### config.mk
export PLATFORM = sky130hd
export DESIGN_NAME = if_fetch_stage
export DESIGN_NICKNAME = d
export VERILOG_FILES = /design/src/rtl/if_fetch_stage.sv
export SDC_FILE = /design/constraint.sdc
export NUM_CORES = 1
export LEC_CHECK = 0
export CAP_MARGIN = 10
export CORE_MARGIN = 2
export CORE_UTILIZATION = 47
export CTS_CLUSTER_DIAMETER = 200
export DETAILED_ROUTE_END_ITERATION = 16
export GPL_ROUTABILITY_DRIVEN = 0
export PLACE_DENSITY = 0.77
export SLEW_MARGIN = 15
export SYNTH_ARGS = -nofsm -noshare
export SYNTH_HDL_FRONTEND = slang
export SYNTH_SLANG_ARGS = --single-unit
### constraint.sdc
create_clock -name clk -period 2.6 [get_ports clk]
set_clock_uncertainty 0.15 [all_clocks]
set_input_delay 0.26 -clock clk [delete_from_list [all_inputs] [get_ports clk]]
set_output_delay 0.26 -clock clk [all_outputs]
set_load 0.1 [all_outputs]
### src/rtl/if_fetch_stage.sv
// if_fetch_stage
//   Instruction-fetch stage plus the IF/ID pipeline register. It owns the PC,
//   drives a multi-cycle instruction-memory request handshake, and hands
//   instr / IF_ID_PC_2 / IF_ID_HALT to the decode stage. Decode can redirect
//   fetch (branch_taken), bubble IF/ID (IF_flush) or stall it (IF_ID_nowrite).
//
// Ports
//   clk            rising-edge clock
//   rst            synchronous reset, active low
//   branch_taken   redirect request from decode
//   branch_PC      redirect target
//   IF_flush       load a bubble into IF/ID this cycle
//   IF_ID_nowrite  decode stall: IF/ID and PC hold
//   imem_data      fetched word, valid when imem_done is high
//   imem_done      current request complete (may be same cycle as request)
//   imem_addr      registered request address
//   imem_rd        request active
//   instr          IF/ID instruction
//   IF_ID_PC_2     IF/ID fetched PC + 2
//   IF_ID_HALT     IF/ID instruction is a HALT
//   err            sticky misaligned-fetch error

module if_fetch_stage #(
  parameter logic [15:0] RESET_PC    = 16'h0000,
  parameter logic [15:0] NOP_INSTR   = 16'h0800,
  parameter logic [4:0]  HALT_OPCODE = 5'b00000
) (
  input  logic        clk,
  input  logic        rst,
  input  logic        branch_taken,
  input  logic [15:0] branch_PC,
  input  logic        IF_flush,
  input  logic        IF_ID_nowrite,
  input  logic [15:0] imem_data,
  input  logic        imem_done,
  output logic [15:0] imem_addr,
  output logic        imem_rd,
  output logic [15:0] instr,
  output logic [15:0] IF_ID_PC_2,
  output logic        IF_ID_HALT,
  output logic        err
);

  typedef enum logic [1:0] {FETCH, HOLD, HALTED} state_t;

  state_t      r_state, w_stateNext;
  logic [15:0] r_pc, w_pcNext;
  logic [15:0] r_imemAddr, w_imemAddrNext;
  logic [15:0] r_instr, w_instrNext;
  logic [15:0] r_pc2, w_pc2Next;
  logic [15:0] r_skid, w_skidNext;
  logic        r_halt, w_haltNext;
  logic        r_err, w_errNext;
  logic        r_squash, w_squashNext;
  // Low for the first cycle after reset so a late completion of the
  // abandoned pre-reset access is never mistaken for a new fetch.
  logic        r_started;

  logic [15:0] w_pcPlus2;
  logic        w_redirect;
  logic        w_bubble;
  logic        w_load;
  logic [15:0] w_loadData;
  logic        w_issue;
  logic [15:0] w_issueAddr;

  assign w_pcPlus2  = r_pc + 16'd2;
  assign w_redirect = branch_taken | IF_flush;

  // State register: FSM state plus all datapath registers.
  always_ff @(posedge clk) begin
    if (!rst) begin
      r_state    <= FETCH;
      r_pc       <= RESET_PC;
      r_imemAddr <= RESET_PC;
      r_instr    <= NOP_INSTR;
      r_pc2      <= 16'h0000;
      r_halt     <= 1'b0;
      r_err      <= 1'b0;
      r_squash   <= 1'b0;
      r_skid     <= 16'h0000;
      r_started  <= 1'b0;
    end else begin
      r_state    <= w_stateNext;
      r_pc       <= w_pcNext;
      r_imemAddr <= w_imemAddrNext;
      r_instr    <= w_instrNext;
      r_pc2      <= w_pc2Next;
      r_halt     <= w_haltNext;
      r_err      <= w_errNext;
      r_squash   <= w_squashNext;
      r_skid     <= w_skidNext;
      r_started  <= 1'b1;
    end
  end

  // Next-state logic. Each state only decides whether to bubble IF/ID, load
  // a fetched word into IF/ID, or issue a new request; the shared code after
  // the case applies those decisions so every path follows the same rules.
  always_comb begin
    w_stateNext    = r_state;
    w_pcNext       = r_pc;
    w_imemAddrNext = r_imemAddr;
    w_instrNext    = r_instr;
    w_pc2Next      = r_pc2;
    w_haltNext     = r_halt;
    w_errNext      = r_err;
    w_squashNext   = r_squash;
    w_skidNext     = r_skid;
    w_bubble       = w_redirect;
    w_load         = 1'b0;
    w_loadData     = imem_data;
    w_issue        = 1'b0;
    w_issueAddr    = r_imemAddr;

    if (branch_taken) begin
      w_pcNext = branch_PC;
    end

    if (!r_started) begin
      if (branch_taken) begin
        w_issue     = 1'b1;
        w_issueAddr = branch_PC;
      end
    end else begin
      unique case (r_state)
        FETCH: begin
          if (!imem_done) begin
            // The access in flight cannot be aborted; remember to drop it.
            if (!IF_ID_nowrite) w_bubble = 1'b1;
            if (branch_taken)   w_squashNext = 1'b1;
          end else if (r_squash || w_redirect) begin
            w_bubble     = 1'b1;
            w_squashNext = 1'b0;
            w_issue      = 1'b1;
            w_issueAddr  = branch_taken ? branch_PC : r_pc;
          end else if (!IF_ID_nowrite) begin
            w_load     = 1'b1;
            w_loadData = imem_data;
          end else begin
            w_skidNext  = imem_data;
            w_stateNext = HOLD;
          end
        end
        HOLD: begin
          if (branch_taken) begin
            w_issue     = 1'b1;
            w_issueAddr = branch_PC;
          end else if (!IF_flush && !IF_ID_nowrite) begin
            w_load     = 1'b1;
            w_loadData = r_skid;
          end
        end
        HALTED: begin
          if (branch_taken) begin
            w_issue     = 1'b1;
            w_issueAddr = branch_PC;
          end
        end
        default: w_stateNext = FETCH;
      endcase
    end

    if (w_load) begin
      w_instrNext = w_loadData;
      w_pc2Next   = w_pcPlus2;
      w_haltNext  = (w_loadData[15:11] == HALT_OPCODE);
      w_pcNext    = w_pcPlus2;
      if (w_loadData[15:11] == HALT_OPCODE) begin
        w_stateNext = HALTED;
      end else begin
        w_issue     = 1'b1;
        w_issueAddr = w_pcPlus2;
      end
    end

    // A misaligned target is never presented to memory.
    if (w_issue) begin
      if (w_issueAddr[0]) begin
        w_errNext   = 1'b1;
        w_stateNext = HALTED;
        if (!IF_ID_nowrite) w_bubble = 1'b1;
      end else begin
        w_imemAddrNext = w_issueAddr;
        w_stateNext    = FETCH;
      end
    end

    if (w_bubble) begin
      w_instrNext = NOP_INSTR;
      w_pc2Next   = 16'h0000;
      w_haltNext  = 1'b0;
    end
  end

  // Output logic.
  always_comb begin
    imem_rd    = rst && r_started && (r_state == FETCH);
    imem_addr  = r_imemAddr;
    instr      = r_instr;
    IF_ID_PC_2 = r_pc2;
    IF_ID_HALT = r_halt;
    err        = r_err;
  end

endmodule

Word level (Yosys, flattened, before mapping). Index checks and enable logic that the tools add are counted.

Muxes and demuxes: 48. Reduce and logical (&&, ||, !) cells: 15. Bitwise gates (word level): 4. Eq/ne operators: 3. $add $sub $neg: 1.

Operators with widths (count): 16-bit two-way mux (12); 16-bit one-hot mux with 2 select lines (1); 1-bit two-way mux (24); 16-bit by 2-bit adder with 16-bit output, second input constant (1); 2-bit two-way mux (8); 5-bit logical NOT (1); 5-bit AND reduction (1); 1-bit one-hot mux with 2 select lines (2); 2-bit one-hot mux with 2 select lines (1); 2-bit AND reduction (2); 4-bit AND reduction (1); 2-bit OR reduction (2); 1-bit logical AND (3); 1-bit inverter (3); 2-bit by 1-bit == test with 1-bit output, second input constant (1); 2-bit == test, second input constant (1); 1-bit logical NOT (2); 2-bit logical NOT (1); 2-bit by 1-bit != test with 1-bit output, second input constant (1); 2-bit nonzero test (1); 1-bit logical OR (1); 1-bit bitwise OR (1).

Word-level logic and storage cells: 81. Input bits: 38. Bits in registers: 85. Output and inout bits: 51.

Logic depth before layout (Yosys ltp). Gate-level depths: netlist of the first run.

Depth after elaboration: 12. Mapped depth: 11. Depth with buffers taken out: 8.

Worst setup path before layout of the first run. No wires, ideal clock.

Path kind: input -> output. From: input port rst. To: output port imem_rd. Data arrival time: 2.192 ns. Slack: -0.002 ns. Required time: 2.190 ns. Path buffers: 2. Stages: 4. Cell sequence: clkbuf_1 -> clkinv_1 -> clkbuf_1 -> nor2_1.

Longest elaborated chain between the ends: 2.

Ends and longest elaborated chain: start: declaration (line 29) `input logic rst,`; 1-bit logical AND (2 in series) (line 198) `imem_rd = rst && r_started && (r_state == FETCH);`; end: declaration (line 37) `output logic imem_rd,`.

Every way passes these cells.

Worst setup path after layout of the first run.
From: register r_state[1]. To: register r_imemAddr[9] (netlist: imem_addr[9]).

Longest elaborated chain between the ends: 8. Elaborated cells between the ends (all ways): 19. Classes of those cells: eq/ne (2); mux (12); bitwise (1); reduce/logical (4).

Ends and longest elaborated chain: start: declaration (line 46) `state_t r_state, w_stateNext;`; start signal: assignment (line 84) `r_state <= w_stateNext;`; 2-bit == test / 2-bit by 1-bit == test with 1-bit output (equally long branches) (line 126) `unique case (r_state)`; 2-bit OR reduction (no line) / 16-bit two-way mux (equally long branches); 16-bit one-hot mux with 2 select lines / 16-bit two-way mux (equally long branches) (line 126, 120); 16-bit two-way mux / 5-bit logical NOT (equally long branches) (line 120, 169); 16-bit two-way mux (line 169) `if (w_loadData[15:11] == HALT_OPCODE) begin`; 16-bit two-way mux (line 164) `if (w_load) begin`; 1-bit inverter (no line); 2-bit AND reduction (no line); end signal: assignment (line 86) `r_imemAddr <= w_imemAddrNext;`; end: declaration (line 48) `logic [15:0] r_imemAddr, w_imemAddrNext;`.

Parallel ways exist; a longest one is shown, timed or not. A chain may end at the register's enable or synchronous reset.

==> flow_summary.toml, run 1 <==
[logic_synthesis]
synth_fp_nets = 588
async_reset_ff_share_pct = 0
synthSimpleGateAreaFrac_pct = 20.1
synthDistinctLibCells = 62
synthXorXnorAreaFrac_pct = 2.18
synth_top_cell_area_share_pct = 38.4
synth_top_area_cell = "dfxtp_1"
yosys-top-cells-area = "dfxtp_1 38%, mux2i_1 7.0%, nand2_1 6.0%, nor2_1 5.1%, a21oi_1 4.4%"
netlist_top_cells_count = "85 x dfxtp_1, 71 x nand2_1, 60 x nor2_1"
synth_top_family_by_area = "compound AO/OA/AOI/OAI gates"
synth_most_common_cell = "dfxtp_1"
synth-compound-area-share_pct = 24.7
yosys_register_bits = 85
synth_edf_count = 0
synthMuxAreaShare_pct = 7.52
ys_warn_count = 0
ys.flop_type = "dfxtp_1"
syn_inst = 545
synth_fa_ha_area_share_pct = 1.41
syn-cell-area_um2 = 4430
yosysSeqAreaShare_pct = 38.4
postSynthAreaPerCell_um2 = 8.12

[route]
routed_wl_um = 13300
vias = 4578
first_pass_iters = 7
drc = 0
drt_iter0_drc = 370
routed_via_density = 6.04
wl_per_cell_um = 17.6
drtAntennaViolNets = 0

[placement]
placed_area_um2 = 5470
dp_hpwl_um = 9970
placed_cells = 741
portBuffers = 87

[worst_setup_path]
worstSetupPathType = "reg2reg"
r2r_cells = 8
startpoint_type = "register"
cp_top_family = "compound AO/OA/AOI/OAI gates"
slowest_stage = "dfxtp_1"
cp.required_ps = 2750
worstPathCellList = "inv_1 > ha_1 > nor2b_1 > o21ai_1 > a2bb2oi_2 > mux2i_4 > nor2_2 > a22o_1"
r2r_end = "imem_addr[9]"
rrSetupSlack_ps = 200
reg2reg_from = "r_state[1]"
crit_path_end_kind = "register"
cp_num_buf_inv = 1
critPathMaxFanout = 9
crit_path_max_incr_delay_ps = 430
crit_arrival_ps = 2540

[layout]
fill_cells = 819
diodes = 0
area_delta_synth_final_pct = 28.0
layout.cells.non_filler = 758
fin_util_pct = 61.6
drive_above_1_share_pct = 18.9
final_nets = 685
final_area_um2 = 5670

[clocking]
clk_path_buf_depth = 2
clk_pin_slew_ps = 90
hold_buffers = 0
clock_latency_ps = 360
htreeDepth = 3
cts_tree = "done"
clockRootBuffer = "clkbuf_8"
numCtsBuffers = 9
clock-sinks = 85

[grt]
grt_overflow = 0
grt_pass1_wl_um = 21300
grt_pass1_vias = 4326
grt_usage_pct = 26.5
grt_max_degree = 32
antenna_found_initial = 0

[hold_path]
hold_path.startpoint = "r_skid[9]"
min_path_type = "reg2reg"
hold_path_depth = 2
min_to = "r_skid[9]"

[sta]
setup_violations = 0
final-hold-violation-count = 0
fmax_mhz = 417
setup_tns_ps = 0
drv_slew = 0
whs_ps = 308
rsz0062_at_grt = "no"
final.period_utilization_pct = 92.2
period_needed_ps = 2400

[pwr]
p_leak_nw = 2.32
ir_drop_mv = 0.422
power_frac_seq_pct = 47.9
pwr-share-clk_pct = 29.2
combinationalPowerShare_pct = 22.9
p_int_w = 0.00194
p_switching_w = 0.000972
sw_frac_of_total_pct = 33.4
p_per_area_nw_per_um2 = 514

[floorplanning]
die_area_um2 = 10200
io_pins = 89
die_w_um = 101
core_um2 = 9200
die_y_um = 101
start_util_pct = 48.1
rows = 35

[flow_run]
maxCapViolCount = 0

[run_status]
status = "complete, no violations"
==> worst reg2reg max path, stage by stage, from the launching register on <==
cell and delay (ps):
dfxtp_1 430, inv_1 90, ha_1 310, nor2b_1 150, o21ai_1 280, a2bb2oi_2 250
mux2i_4 140, nor2_2 340, a22o_1 210
==> metal layers <==
metal	vias up	GRT usage, %	share of wire (%)
met5	-	0	0
met4	0	7.59	2.1
met3	28	6.80	7.3
met2	192	47.2	50
met1	2197	31.2	41
li1	2161	-	-
==> cells in the final DEF (no fill, tap or decap), types with 4 or more instances in the layout <==
cell and n:
and3_1 7, a31oi_1 5, nand2b_1 6, o211ai_1 5, a22o_1 7, nor2_1 59, nand3_1 12, nor3_1 12
clkdlybuf4s50_1 37, mux2i_1 31, clkbuf_8 9, nor2b_1 6, buf_4 90, o21ai_0 30, nand2_1 71, inv_1 12
o32ai_1 4, o221ai_1 9, dfxtp_1 85, a211oi_1 23, a21oi_1 39, xnor2_1 8, a221oi_1 4, a222oi_1 4
ha_1 5
==> timing repair <==
item / CTS / global route
endpoints found under the setup margin: 0 / 32
gates resized for setup: 0 / 4
buffers inserted: 0 / 1
==> metrics by stage <==
step                total power (W)  setup WS (ps)
finish                      0.00291            203
global route                0.00303           54.6
CTS                         0.00292           26.4
floorplan                   0.00185            162
detailed placement          0.00208           -192
global placement            0.00206           -109
==> power groups by stage <==
stage / registers [W] / logic, W / clock network [W]
floorplan: 0.00155 / 0.000297 / 0
global placement: 0.00142 / 0.000642 / 0
detailed placement: 0.00142 / 0.000653 / 0
CTS: 0.00139 / 0.000656 / 0.000870
global route: 0.00140 / 0.000711 / 0.000918
finish: 0.00140 / 0.000666 / 0.000851
==> flip-flops by register name (all words and copies together) (netlist names) <==
| name | count |
|---|---|
| IF_ID_PC_2 | 16 |
| r_pc | 16 |
| IF_ID_HALT | 1 |
| r_started | 1 |
| imem_addr | 15 |
| r_squash | 1 |
| r_state | 2 |
| err | 1 |
| instr | 16 |
| r_skid | 16 |
==> kinds of logic after synthesis <==
group	after synthesis
adder cells (fa/ha/maj)	5
multiplexers	32
AND/OR/NAND/NOR	193
AO/OA/AOI/OAI	161
XOR/XNOR	11
other	1
flip-flops	85
buffers and inverters	57
==> final cells by class <==
type | instances | area, um2 | area share, %
Multi-Input combinational cell | 403 | 2500 | 44.1
Sequential cell | 85 | 1700 | 30.0
Clock inverter | 7 | 50.0 | 0.883
Tap cell | 111 | 139 | 2.45
Clock buffer | 9 | 124 | 2.19
Timing Repair Buffer | 130 | 1110 | 19.5
Inverter | 13 | 48.8 | 0.861
==> how the worst max path moves through the flow <==
stage | start | endpoint | cells after the start
2_1_floorplan | r_state[1] | imem_addr[14] | 11
3_3_place_gp | imem_data[12] | imem_addr[5] | 7
3_5_place_dp | imem_data[13] | imem_addr[5] | 7
4_1_cts | r_state[1] | imem_addr[5] | 8
5_1_grt | r_state[0] | imem_addr[6] | 8
6_report | r_state[1] | imem_addr[9] | 8
Power figures use the tool's default switching activity.
==> inputs of run 2 (changes only) <==
GPL_TIMING_DRIVEN = 1   (was not set)
==> results of run 2 <==
Same layout as run 1: the final DEF is identical, and so are final timing and power.
